## config.mk

```make
export PLATFORM = sky130hd
export DESIGN_NAME = mem_write_controller
export DESIGN_NICKNAME = d
export VERILOG_FILES = /design/src/rtl/mem_write_controller_pkg.sv /design/src/rtl/mem_write_controller_fifo.sv /design/src/rtl/mem_write_controller.sv
export SDC_FILE = /design/constraint.sdc
export NUM_CORES = 1
export LEC_CHECK = 0
export ABC_AREA = 1
export CAP_MARGIN = 20
export CORE_MARGIN = 4
export CORE_UTILIZATION = 59
export DETAILED_ROUTE_END_ITERATION = 8
export PLACE_DENSITY = 0.86
export RECOVER_POWER = 50
export SETUP_SLACK_MARGIN = 0.4
export SYNTH_ARGS = -nofsm -noshare
export SYNTH_HDL_FRONTEND = slang
export SYNTH_SLANG_ARGS = --single-unit
```

## constraint.sdc

```tcl
create_clock -name clk -period 14.1 [get_ports clk]
set_input_delay 3.525 -clock clk [delete_from_list [all_inputs] [get_ports clk]]
set_output_delay 3.525 -clock clk [all_outputs]
set_load 0.005 [all_outputs]
```

## src/rtl/mem_write_controller_pkg.sv

```systemverilog
// mem_write_controller_pkg: shared DAQ constants for the readout side and the memory-write side.
package mem_write_controller_pkg;

  localparam int unsigned DAQ_WORD_BITS  = 32;
  localparam int unsigned DAQ_ADDR_BITS  = 30;
  localparam int unsigned DAQ_COUNT_BITS = 24;

  localparam int unsigned RO_CHANNELS    = 8;
  localparam int unsigned RO_SAMPLE_BITS = 12;

  localparam int unsigned DEF_ADDR_STEP  = 4;
  localparam int unsigned DEF_MAX_ADDR   = 16777212;

  typedef enum logic [2:0] {
    S_IDLE,
    S_WAIT_DATA,
    S_WRITE,
    S_WRITE_WAIT,
    S_FINISH
  } wr_state_e;

  function automatic logic [DAQ_ADDR_BITS-1:0] clamp_addr(
    input logic [DAQ_ADDR_BITS-1:0] addr,
    input logic [DAQ_ADDR_BITS-1:0] lim
  );
    return addr > lim ? lim : addr;
  endfunction

endpackage

```

## src/rtl/mem_write_controller_fifo.sv

```systemverilog
// sync_word_fifo: single-clock word FIFO; a push into a full FIFO is taken only when a pop frees a slot.
module sync_word_fifo #(
  parameter int unsigned WIDTH = 32,
  parameter int unsigned DEPTH = 4
) (
  input  logic             clk,
  input  logic             reset,
  input  logic             clr,
  input  logic             push,
  input  logic             pop,
  input  logic [WIDTH-1:0] wdata,
  output logic [WIDTH-1:0] rdata,
  output logic             full,
  output logic             empty
);

  localparam int unsigned AW = $clog2(DEPTH);

  logic [WIDTH-1:0] mem [DEPTH];
  logic [AW:0]      wptr_q, wptr_d, rptr_q, rptr_d;
  logic             do_push, do_pop;

  // Pointers carry one wrap bit so full and empty are distinguishable.
  always_comb begin
    empty   = wptr_q == rptr_q;
    full    = wptr_q == {~rptr_q[AW], rptr_q[AW-1:0]};
    do_pop  = pop && !empty;
    do_push = push && (!full || do_pop);
    wptr_d  = clr ? '0 : wptr_q + {{AW{1'b0}}, do_push};
    rptr_d  = clr ? '0 : rptr_q + {{AW{1'b0}}, do_pop};
    rdata   = mem[rptr_q[AW-1:0]];
  end

  always_ff @(posedge clk or posedge reset) begin
    if (reset) begin
      wptr_q <= '0;
      rptr_q <= '0;
    end else begin
      wptr_q <= wptr_d;
      rptr_q <= rptr_d;
    end
  end

  always_ff @(posedge clk) begin
    if (do_push && !clr) mem[wptr_q[AW-1:0]] <= wdata;
  end

endmodule

```

## src/rtl/mem_write_controller.sv

```systemverilog
// mem_write_controller: buffers strobed data words and writes them to a memory port over an address range.
module mem_write_controller
  import mem_write_controller_pkg::*;
#(
  parameter int unsigned ADDR_STEP  = DEF_ADDR_STEP,
  parameter int unsigned MAX_ADDR   = DEF_MAX_ADDR,
  parameter int unsigned FIFO_DEPTH = 4
) (
  input  logic        clk,
  input  logic        reset,
  input  logic        cntrlWriteData,
  input  logic        cntrlAbort,
  input  logic [29:0] writeAddrStart,
  input  logic [29:0] writeAddrEnd,
  input  logic [31:0] rx_data_in,
  input  logic        rx_data_ready,
  input  logic        pX_ready,
  output logic [31:0] pX_data_out,
  output logic [29:0] pX_addr,
  output logic        pX_read_write,
  output logic        pX_mem_op,
  output logic        busy,
  output logic        done,
  output logic        overflow,
  output logic [23:0] wordCount
);

  wr_state_e   state_q, state_d;
  logic [30:0] addr_q, addr_d;
  logic [29:0] end_q, end_d;
  logic [31:0] data_q, data_d;
  logic [23:0] count_q, count_d;
  logic        mem_op_q, mem_op_d;
  logic        busy_q, busy_d;
  logic        done_q, done_d;
  logic        overflow_q, overflow_d;
  logic        start, finish, advance;
  logic        fifo_push, fifo_pop, fifo_full, fifo_empty;
  logic [31:0] fifo_rdata;

  sync_word_fifo #(
    .WIDTH(32),
    .DEPTH(FIFO_DEPTH)
  ) u_fifo (
    .clk   (clk),
    .reset (reset),
    .clr   (start),
    .push  (fifo_push),
    .pop   (fifo_pop),
    .wdata (rx_data_in),
    .rdata (fifo_rdata),
    .full  (fifo_full),
    .empty (fifo_empty)
  );

  // addr_q keeps a carry bit so stepping past 2^30 still compares above the end address.
  always_comb begin
    start      = state_q == S_IDLE && cntrlWriteData;
    finish     = state_q == S_WAIT_DATA && (addr_q > {1'b0, end_q} || cntrlAbort);
    fifo_pop   = state_q == S_WAIT_DATA && !finish && !fifo_empty && pX_ready;
    advance    = state_q == S_WRITE_WAIT && !mem_op_q && pX_ready;
    fifo_push  = busy_q && rx_data_ready;
    state_d    = start                ? S_WAIT_DATA
               : finish               ? S_FINISH
               : fifo_pop             ? S_WRITE
               : state_q == S_WRITE   ? S_WRITE_WAIT
               : advance              ? S_WAIT_DATA
               : state_q == S_FINISH  ? S_IDLE
               : state_q;
    addr_d     = start ? {1'b0, writeAddrStart} : advance ? addr_q + 31'(ADDR_STEP) : addr_q;
    end_d      = start ? clamp_addr(writeAddrEnd, 30'(MAX_ADDR)) : end_q;
    data_d     = fifo_pop ? fifo_rdata : data_q;
    count_d    = start ? '0 : advance ? count_q + 24'd1 : count_q;
    overflow_d = !start && (overflow_q || (fifo_push && fifo_full && !fifo_pop));
    mem_op_d   = state_d == S_WRITE || (state_d == S_WRITE_WAIT && state_q == S_WRITE);
    busy_d     = state_d != S_IDLE;
    done_d     = state_d == S_FINISH;
  end

  always_ff @(posedge clk or posedge reset) begin
    if (reset) begin
      state_q    <= S_IDLE;
      addr_q     <= '0;
      end_q      <= '0;
      data_q     <= '0;
      count_q    <= '0;
      mem_op_q   <= 1'b0;
      busy_q     <= 1'b0;
      done_q     <= 1'b0;
      overflow_q <= 1'b0;
    end else begin
      state_q    <= state_d;
      addr_q     <= addr_d;
      end_q      <= end_d;
      data_q     <= data_d;
      count_q    <= count_d;
      mem_op_q   <= mem_op_d;
      busy_q     <= busy_d;
      done_q     <= done_d;
      overflow_q <= overflow_d;
    end
  end

  assign pX_addr       = addr_q[29:0];
  assign pX_data_out   = data_q;
  assign pX_mem_op     = mem_op_q;
  assign pX_read_write = ~mem_op_q;
  assign busy          = busy_q;
  assign done          = done_q;
  assign overflow      = overflow_q;
  assign wordCount     = count_q;

endmodule

```

=== After elaboration in Yosys (flattened, before gate mapping) ===
Memory sizes are Yosys's and may differ from the RTL's. A register that Yosys moved wholly into a read port is not among the register bits.
Index checks and enable logic that the tools add are counted.

* Register bits: 98
* RAM bits: 128
* Input port bits: 98
* Output and inout port bits: 91
* Memories: 1

* Add/sub/neg operators: 4
* Magnitude comparators: 2
* Eq/ne operators: 9
* Multiplexer cells: 15
* Bitwise gates (word level): 2
* Reductions and logical operators: 28

{| class="wikitable"
|+ Memories
! memory !! words !! width !! rd ports !! clocked after memory_dff !! wr ports !! line !! source
|-
| u_fifo.mem || 4 || 32 || 1 || 1 || 1 || mem_write_controller_fifo.sv:19 || <nowiki>logic [WIDTH-1:0] mem [DEPTH];</nowiki>
|}

{| class="wikitable"
|+ Operator list
! kind !! number
|-
| $mux 31 || 2
|-
| $mux 24 || 2
|-
| $add 31x3->31 const B || 1
|-
| $gt 31x30->1 || 1
|-
| $gt 30x24->1 const B || 1
|-
| $mux 30 || 1
|-
| $add 24x1->24 const B || 1
|-
| $mux 3 || 8
|-
| $logic_and 1x1->1 || 15
|-
| $eq 3x2->1 const B || 4
|-
| $add 3x1->3 || 2
|-
| $eq 3x3->1 || 2
|-
| $eq 3x3->1 const B || 2
|-
| $logic_not 1->1 || 6
|-
| $logic_or 1x1->1 || 4
|-
| $eq 3x1->1 const B || 1
|-
| $logic_not 3->1 || 1
|-
| $reduce_bool 3->1 || 1
|-
| $mux 1 || 2
|-
| $not 1->1 || 2
|-
| $reduce_bool 2->1 || 1
|}

=== Longest topological paths before layout ===
Gate-level depths: netlist of run 1.

* Depth in word-level cells: 13
* Mapped depth: 19

=== Modules after synthesis ===
From an unflattened synthesis of run 1, not the netlist that was laid out.

* Cells, all modules: 1298
* Area total of the unflattened synthesis: 12274.3 µm²

{| class="wikitable"
|+ Modules (own cells, without submodules)
! module !! instances !! cells an instance !! area an instance (µm²) !! sequential area each (µm²)
|-
| mem_write_controller || 1 || 936 || 7125.6 || 3103.0
|-
| sync_word_fifo || 1 || 362 || 5148.7 || 3993.8
|}

=== Least setup slack after synthesis of run 1 ===
No wires, ideal clock.

* Path type: input to register
* Start point: in cntrlWriteData
* End point: mem u_fifo.mem[0][0] (enable)
* Data arrival time: 5.431 ns
* Data required time: 13.679 ns
* Path slack: 8.248 ns
* Cell stages on the path: 5
* Path buffers: 2
* Cells stage by stage: nand3_1 > buf_2 > buf_2 > nand3_2 > nor2_1

* Cells in the longest elaborated chain, start to end: 5

{| class="wikitable"
|+ RTL lines
! element !! line !! source
|-
| from (decl) || mem_write_controller.sv:11 || <nowiki>input logic cntrlWriteData,</nowiki>
|-
| $logic_and 1x1->1 || mem_write_controller.sv:58 || <nowiki>start = state_q == S_IDLE && cntrlWriteData;</nowiki>
|-
| $logic_not 1->1 || mem_write_controller_fifo.sv:45 || <nowiki>if (do_push && !clr) mem[wptr_q[AW-1:0]] <= wdata;</nowiki>
|-
| $logic_and 1x1->1 || mem_write_controller_fifo.sv:45 ||
|-
| $mux 1 || mem_write_controller_fifo.sv:45 ||
|-
| $mux 1 (implied by the code) || mem_write_controller_fifo.sv:45 ||
|-
| to (decl) || mem_write_controller_fifo.sv:19 ||
|}

No other way between the ends.

==> qor.txt, run 1 <==
outcome: complete, but fails checks
failing checks: max-capacitance violations, max-slew violations
Fmax achieved: 0.118 GHz
sequential fraction of the synthesis area: 0.572
Placer Congestion: 0.913
Cell Pwr Density: 171 mW/mm^2
1st-iter DRT viols: 733
Area Overhead vs Synth: 21.1%
max_cap viols: 4
initial antenna violation count: 5
vias per inst: 5.75
Yosys warnings: 0
multi-input logic area: 0.00428 mm^2
DIE WIDTH: 153 um
Clock Path Buffers: 3
DR pass1 iterations: 5
Post-layout nets: 1563
total grt overflow: 0
Compound-Gate Fraction of Synth Area: 0.110
hold wc startpoint: pX_data_out[7]$_DFFE_PP0N_
number of synthesized flops with an enable pin: 128
Setup Viol. Count Final: 0
largest family of logic cells by synthesized area: simple AND/OR/NAND/NOR gates
Syn Inst Count: 1284
startpoint types: input port
die height: 153 um
Slowest-stage cell, CP: clkbuf_1
Sequential cell area: 0.00710 mm^2
CP Max Fanout: 79
CTS buffer count: 25
Tot GR Track Use: 0.256
Worst Max-Slew Pin Slew: 3.71 ns
setup bufs post-CTS: 0
Crit path depth: 3
syn avg cell area: 9.66 um^2
Core Area: 0.0204 mm^2
Mapped Area: 0.0124 mm^2
top cells by area, synth: edfxtp_1 (31%), dfrtp_1 (26%), nand2_1 (9.5%), inv_1 (4.2%), ha_1 (3.6%)
P_leak: 0.00632 uW
Yosys top cell area share: 0.310
FF-to-FF End: u_fifo.mem[1][6]$_DFFE_PP_
largest net degree at the start of global routing: 84
beginning of the critical path: reset
Final Instance Area: 0.0150 mm^2
Initial Util: 0.607
final hold slack: 0.479 ns
arrival time at the worst endpoint: 8.29 ns
Reg2Reg Setup Slack: 9.31 ns
final hold vios: 0
Reg-to-Reg Start: addr_q[13]$_DFFE_PP0P_
Main synth FF type: dfrtp_1
Adder-Cell Fraction of Synth Area: 0.0363
dpl hpwl: 20400 um
fin util: 0.735
mux cell area share after synthesis: 0.000807
Bufs and invs on worst path: 3
Reg clk slew, reported paths: 0.06 ns
final wirelength: 30800 um
number of global-route vias before repair: 9727
xor/xnor share of the synthesized area: 0.00918
Yosys reg bits: 258
Worst Setup End Kind: async pin
Port Buffers: 188
share of cells above drive strength 1: 0.0698
Rows: 52
largest area contributor in the netlist: edfxtp_1
critical-path cell list: dlygate4sd3_1 -> clkinvlp_2 -> clkbuf_1
Total Power: 2570 uW
Distinct cells, synth: 58
cell family with most CP delay: buffers and inverters
Routed Antenna Nets: 0
worst min-delay path category: reg2reg
die area: 0.0234 mm^2
max_slew headroom: -1.48
Synth async-reset ratio: 0.504
Critical Path RT: 13.93 ns
simple-gate share of the synthesized area: 0.189
post-cts resize count: 0
Tcrit/Tclk final: 0.600
Filler cells: 1431
Reg2Reg Depth: 16
TritonCTS clock tree: built
CTS sink cnt: 258
Synth Net Count: 1418
clock latency on the worst-skew pair: 0.54 ns
crit-path max cell delay: 2.09 ns
I/O pin count: 189
RSZ-0062 raised after global routing: false
Clock Skew: 0.0334 ns
clk root buf: clkbuf_16
Avg WL per Cell: 17.9 um
TNS Setup: 0 ns
hold buffer count at CTS: 0
fin crit period: 8.46 ns
first-pass GRT wire length: 49500 um
DRC: 0
Setup crit end: u_fifo.rptr_q[0]$_DFF_PP0_
worst setup path class: in2async
worst vdd ir: 0.000147 V
fin. max-slew vios: 233
H-tree Lvls: 1
dpl cell area: 0.0143 mm^2
Via Count: 9899
==> sequential cells by signal, summed over array words and instances (netlist names), 3 cells and up <==
name,count
addr_q,31
end_q,30
pX_data_out,32
state_q,3
u_fifo.mem,128
u_fifo.rptr_q,3
u_fifo.wptr_q,3
wordCount,24
==> power breakdown <==
group	switching, uW	total, uW	internal (uW)
sequential	138	1100	958
combinational	470	848	378
clock	281	620	340
==> through the flow <==
stage / worst slack (ns) / std cells
after global routing: 4.62 / 1721
after floorplan: 7.11 / 1284
after CTS: 8.69 / 1716
after global placement: 8.20 / 1670
after detailed placement: 8.15 / 1670
final: 5.64 / 1721
==> worst min-delay path: stages, from the launching register on <==
cell	delay, ns
dfrtp_1	0.33
nand2_1	0.05
o21ai_0	0.06
==> layout make-up <==
| cell class | count | share of cell area |
|---|---|---|
| flip-flops and latches | 258 | 0.473 |
| multi-input cells | 796 | 0.285 |
| repair buffers | 199 | 0.132 |
| clock buffers | 34 | 0.0452 |
| inverters | 149 | 0.0373 |
| well taps | 270 | 0.0225 |
| clock inverters | 12 | 0.00492 |
| diodes | 3 | 0.000500 |
==> cell usage in the layout (no fill, tap or decap), types with 15 or more instances in the layout <==
cell and count:
dlygate4sd3_1 39, nand3_1 38, clkbuf_16 25, clkdlybuf4s50_1 149, a32o_1 32, ha_1 36, o21ai_0 80, nand2_1 315
nor2_1 71, nor3_1 15, a21oi_1 65, edfxtp_1 128, dfrtp_1 129, nand4_1 22, inv_1 137
==> synthesized netlist by cell type (all sizes together) (6+ instances only) <==
| cell type | instances |
|---|---|
| buf | 61 |
| o22ai | 6 |
| a32o | 32 |
| inv | 149 |
| edfxtp | 128 |
| dfrtp | 130 |
| nand3 | 44 |
| xnor2 | 7 |
| nor3 | 21 |
| o21ai | 89 |
| nand2 | 321 |
| nor2 | 83 |
| clkbuf | 20 |
| xor2 | 6 |
| o211ai | 6 |
| a21oi | 65 |
| ha | 36 |
| or2 | 15 |
| nand4 | 24 |
| nor4 | 11 |
==> routing by layer <==
layer,part of all wire,vias to the layer above,GRT usage
li1,-,4615,-
met1,0.40,4737,0.342
met2,0.48,471,0.428
met3,0.087,72,0.0551
met4,0.030,4,0.0717
met5,0.00062,-,0
==> worst min-delay path by stage <==
stage	end	slack, ns	cells past startpoint
finish	pX_data_out[7]$_DFFE_PP0N_	0.48	2
global placement	end_q[0]$_DFFE_PP0P_	0.47	2
floorplan	end_q[0]$_DFFE_PP0P_	0.46	2
global route	pX_data_out[21]$_DFFE_PP0N_	0.52	2
CTS	pX_data_out[7]$_DFFE_PP0N_	0.49	2
detailed placement	pX_data_out[7]$_DFFE_PP0N_	0.48	2
==> logic make-up after synthesis <==
family | after synthesis
adders and majority gates | 36
DFF | 258
AOI/OAI and AO/OA | 222
and+or+nand+nor | 524
xor gates and xnor gates | 13
buffers and inverters | 230
muxes | 1
Power figures use the tool's default switching activity.
==> run 2: changes to the inputs <==
--- a/config.mk
+++ b/config.mk
@@ -8,9 +8,9 @@
 export ABC_AREA = 1
 export CAP_MARGIN = 20
 export CORE_MARGIN = 4
-export CORE_UTILIZATION = 59
+export CORE_UTILIZATION = 49
 export DETAILED_ROUTE_END_ITERATION = 8
-export PLACE_DENSITY = 0.86
+export PLACE_DENSITY = 0.76
 export RECOVER_POWER = 50
 export SETUP_SLACK_MARGIN = 0.4
 export SYNTH_ARGS = -nofsm -noshare
==> constraint.sdc (replaced) <==
create_clock -name clk -period 7.1 [get_ports clk]
set_input_delay 1.775 -clock clk [delete_from_list [all_inputs] [get_ports clk]]
set_output_delay 1.775 -clock clk [all_outputs]
set_load 0.005 [all_outputs]
==> qor.txt, run 2 (same netlist as run 1, synthesis figures left out) <==
CTS buffer count: 26
arrival time at the worst endpoint: 5.37 ns
final hold slack: 0.483 ns
Worst Setup End Kind: flop
Cell Pwr Density: 341 mW/mm^2
Rows: 57
Tcrit/Tclk final: 0.700
vias per inst: 5.40
DRT met1 WL: 13300 um
dpl cell area: 0.0143 mm^2
DRC: 0
Clock Skew: 0.00952 ns
total grt overflow: 0
commonest cells after routing, fill and taps aside: nand2_1 (315), clkdlybuf4s50_1 (151), inv_1 (137)
Reg-to-Reg Start: addr_q[21]$_DFFE_PP0P_
Via Count: 9586
Tot GR Track Use: 0.212
largest net degree at the start of global routing: 91
post-cts resize count: 0
RSZ-0062 raised after global routing: false
outcome: complete, but fails checks
die height: 167 um
met2 WL post-DR: 14200 um
Area Overhead vs Synth: 22.3%
Port Buffers: 188
max_cap viols: 2
hold wc startpoint: pX_data_out[15]$_DFFE_PP0N_
1st-iter DRT viols: 990
final hold vios: 0
beginning of the critical path: pX_ready
failing checks: max-capacitance violations, max-slew violations
Critical Path RT: 7.50 ns
first-pass GRT wire length: 48800 um
Reg2Reg Setup Slack: 2.20 ns
worst setup path class: in2reg
Routed Antenna Nets: 0
routed wl met3: 2050 um
H-tree Lvls: 1
Avg WL per Cell: 17.2 um
Worst Max-Slew Pin Slew: 2.77 ns
DR pass1 iterations: 5
Setup Viol. Count Final: 0
most common cell after layout, fill and taps aside: nand2_1
number of flip-flops in the largest register: 128
Post-layout nets: 1564
fin. max-slew vios: 112
number of global-route vias before repair: 9221
TNS Setup: 0 ns
max_slew headroom: -0.847
Core Area: 0.0246 mm^2
initial antenna violation count: 4
Fmax achieved: 0.201 GHz
Clock Path Buffers: 3
Placer Congestion: 0.915
startpoint types: input port
top layer in use: met5
CTS sink cnt: 258
Reg clk slew, reported paths: 0.06 ns
die area: 0.0279 mm^2
setup bufs post-CTS: 0
fin crit period: 4.97 ns
hold buffer count at CTS: 0
ant diodes: 0
dpl hpwl: 20300 um
final wirelength: 30500 um
Initial Util: 0.504
CP Max Fanout: 69
P_leak: 0.00639 uW
Total Power: 5180 uW
clk root buf: clkbuf_16
DIE WIDTH: 167 um
TritonCTS clock tree: built
I/O pin count: 189
Final Instance Area: 0.0152 mm^2
worst vdd ir: 0.000274 V
fin util: 0.617
clock latency on the worst-skew pair: 0.53 ns
share of cells above drive strength 1: 0.0724
worst min-delay path category: reg2reg
[run 2: path summary, 6_finish.rpt]
check | endpoint | depth (start not counted)
max | u_fifo.wptr_q[2]$_DFF_PP0_ | 10
min | pX_data_out[15]$_DFFE_PP0N_ | 2
max reg2reg | u_fifo.wptr_q[2]$_DFF_PP0_ | 15
min reg2reg | pX_data_out[15]$_DFFE_PP0N_ | 2
max in group asynchronous | pX_data_out[8]$_DFFE_PP0N_ | 3
min in group asynchronous | pX_data_out[0]$_DFFE_PP0N_ | 2
[run 2: power by group]
group / total (uW) / internal, uW / switching, uW / leakage (uW)
sequential: 2190 / 1900 / 283 / 0.00276
clock: 1350 / 783 / 563 / 0.000413
combinational: 1650 / 745 / 904 / 0.00322
[run 2: cell type report]
cell class | instances | area (um^2)
multi-input cells | 796 | 4290
clock inverters | 17 | 169
repair buffers | 199 | 1980
fillers | 1987 | 9430
well taps | 324 | 405
flip-flops and latches | 258 | 7100
inverters | 149 | 564
clock buffers | 31 | 669
[run 2: worst max-delay path, cell delays in order]
cell,delay (ns)
clkdlybuf4s50_1,0.48
nand3_1,0.12
inv_1,0.04
nand3_1,0.10
clkbuf_1,1.97
a21oi_1,0.17
ha_1,0.32
ha_1,0.19
xnor2_1,0.14
nor2_1,0.06
[run 2: stage by stage]
step | std cells | setup slack [ns]
after floorplan | 1284 | 1.86
after global placement | 1724 | 2.64
after detailed placement | 1724 | 2.59
after CTS | 1772 | 3.14
after global routing | 1774 | 1.72
final | 1774 | 2.13
[run 2: layer usage]
metal	up-vias	global-route usage
met3	64	0.0396
met1	4559	0.294
met2	338	0.340
met4	8	0.0676
met5	-	0
li1	4617	-
==> run 3: changes to the inputs <==
--- a/config.mk
+++ b/config.mk
@@ -8,9 +8,9 @@
 export ABC_AREA = 1
 export CAP_MARGIN = 20
 export CORE_MARGIN = 4
-export CORE_UTILIZATION = 49
+export CORE_UTILIZATION = 55
 export DETAILED_ROUTE_END_ITERATION = 8
-export PLACE_DENSITY = 0.76
+export PLACE_DENSITY = 0.81
 export RECOVER_POWER = 50
 export SETUP_SLACK_MARGIN = 0.4
 export SYNTH_ARGS = -nofsm -noshare
==> constraint.sdc (replaced) <==
create_clock -name clk -period 4.9 [get_ports clk]
set_input_delay 1.225 -clock clk [delete_from_list [all_inputs] [get_ports clk]]
set_output_delay 1.225 -clock clk [all_outputs]
set_load 0.005 [all_outputs]
==> qor.txt, run 3 (same netlist as run 1, synthesis figures left out) <==
outcome: complete, but fails checks
failing checks: max-capacitance violations, max-slew violations
Worst Max-Slew Pin Slew: 1.86 ns
dpl cell area: 0.0143 mm^2
Initial Util: 0.563
CP Max Fanout: 73
met2 global-route usage: 0.395
Worst Setup End Kind: flop
initial antenna violation count: 0
die height: 158 um
final wirelength: 30800 um
Post-layout nets: 1567
number of global-route vias before repair: 9624
commonest cells after routing, fill and taps aside: nand2_1 (315), inv_1 (137), clkdlybuf4s50_1 (131)
CTS buffer count: 26
Routed Antenna Nets: 0
Rows: 54
Final Instance Area: 0.0152 mm^2
Sequential cell area: 0.00710 mm^2
cell family with most CP delay: buffers and inverters
Reg clk slew, reported paths: 0.06 ns
Clock Skew: 0.0222 ns
critical-path cell list: dlygate4sd3_1 -> nand3_1 -> clkbuf_2 -> or2_2 -> o21ai_0 -> inv_1
RSZ-0062 raised after global routing: false
post-cts resize count: 0
DRC: 0
1st-iter DRT viols: 805
worst setup path class: in2reg
Slowest-stage cell, CP: clkbuf_2
Fmax achieved: 0.266 GHz
max_cap viols: 1
I/O pin count: 189
first-pass GRT wire length: 48700 um
startpoint types: input port
Filler cells: 1593
DR pass1 iterations: 5
arrival time at the worst endpoint: 4.17 ns
share of cells above drive strength 1: 0.0757
Via Count: 9747
max_slew headroom: -0.248
TNS Setup: 0 ns
ant diodes: 0
worst vdd ir: 0.000488 V
Tot GR Track Use: 0.243
GRT met3 Usage: 0.0421
P_leak: 0.00645 uW
most common cell after layout, fill and taps aside: nand2_1
total grt overflow: 0
routing usage on met1: 0.339
busiest grt layer: met2
setup bufs post-CTS: 0
fin. max-slew vios: 42
Tcrit/Tclk final: 0.768
number of flip-flops in the largest register: 128
Critical Path RT: 5.30 ns
DIE WIDTH: 158 um
largest net degree at the start of global routing: 74
Bufs and invs on worst path: 3
CTS sink cnt: 258
Avg WL per Cell: 17.8 um
multi-input logic area: 0.00430 mm^2
Port Buffers: 188
vias per inst: 5.62
dpl hpwl: 20700 um
hold buffer count at CTS: 0
clock latency on the worst-skew pair: 0.53 ns
Cell Pwr Density: 497 mW/mm^2
die area: 0.0250 mm^2
Final WS setup: 1.13 ns
worst min-delay path category: reg2reg
Core Area: 0.0220 mm^2
Placer Congestion: 0.900
Setup Viol. Count Final: 0
clk root buf: clkbuf_16
TritonCTS clock tree: built
Area Overhead vs Synth: 22.5%
H-tree Lvls: 1
crit-path max cell delay: 0.91 ns
Placement Setup Slack: 1.04 ns
final hold vios: 0
fin crit period: 3.77 ns
Clock Path Buffers: 3
[run 3: changes by cell type in the layout (fill, tap and decap cells not counted), moves of 2 or more]
cell	delta
buf_12	+2
clkbuf_8	+4
o21ai_0	-23
clkinvlp_2	+2
nand3_2	+2
clkdlybuf4s50_1	-20
dlygate4sd3_1	+20
clkinv_2	-4
nand3_1	-2
o21ai_1	+23
[run 3: path summary, 6_finish.rpt]
| check | start | slack, ns | depth (start not counted) | endpoint |
|---|---|---|---|---|
| setup / recovery | cntrlWriteData | 1.13 | 6 | end_q[6]$_DFFE_PP0P_ |
| hold / removal | pX_data_out[19]$_DFFE_PP0N_ | 0.49 | 2 | pX_data_out[19]$_DFFE_PP0N_ |
| setup reg to reg | addr_q[13]$_DFFE_PP0P_ | 1.38 | 12 | u_fifo.mem[1][8]$_DFFE_PP_ |
| hold reg to reg | pX_data_out[19]$_DFFE_PP0N_ | 0.49 | 2 | pX_data_out[19]$_DFFE_PP0N_ |
| max in group asynchronous | reset | 1.32 | 3 | pX_data_out[10]$_DFFE_PP0N_ |
| min in group asynchronous | reset | 1.61 | 2 | wordCount[10]$_DFFE_PP0P_ |
[run 3: final cells by class]
| type | count | area share |
|---|---|---|
| sequential | 258 | 0.467 |
| clock buffer | 37 | 0.0482 |
| tap | 280 | 0.0231 |
| timing repair buffer | 202 | 0.134 |
| multi-input combinational | 796 | 0.283 |
| inverter | 149 | 0.0369 |
| clock inverter | 11 | 0.00741 |
[run 3: tightest hold or removal path, delay by kind of cell, from the launching register on]
family / cells / cell delay [ns]
AO/OA/AOI/OAI: 1 / 0.06
flip-flops: 1 / 0.34
AND/OR/NAND/NOR: 1 / 0.05
[run 3: power breakdown]
part	internal (uW)	leakage [uW]	switching, uW
Combinational	1070	0.00328	1360
Clock	1140	0.000413	805
Sequential	2760	0.00276	408
[run 3: through the flow]
| step | instances | util | hold slack (ns) | total power [uW] |
|---|---|---|---|---|
| CTS | 1730 | 0.688 | 0.494 | 7610 |
| global route | 1733 | 0.690 | 0.520 | 7990 |
| finish | 1733 | 0.690 | 0.486 | 7540 |
| detailed placement | 1682 | 0.649 | 0.479 | 5630 |
| global placement | 1682 | 0.649 | 0.473 | 5540 |
| floorplan | 1284 | - | 0.457 | 4640 |
[run 3: per-layer routing]
| metal | up-vias | part of all wire |
|---|---|---|
| li1 | 4619 | - |
| met1 | 4687 | 0.42 |
| met2 | 390 | 0.47 |
| met3 | 51 | 0.083 |
| met4 | 0 | 0.022 |
| met5 | - | 0 |
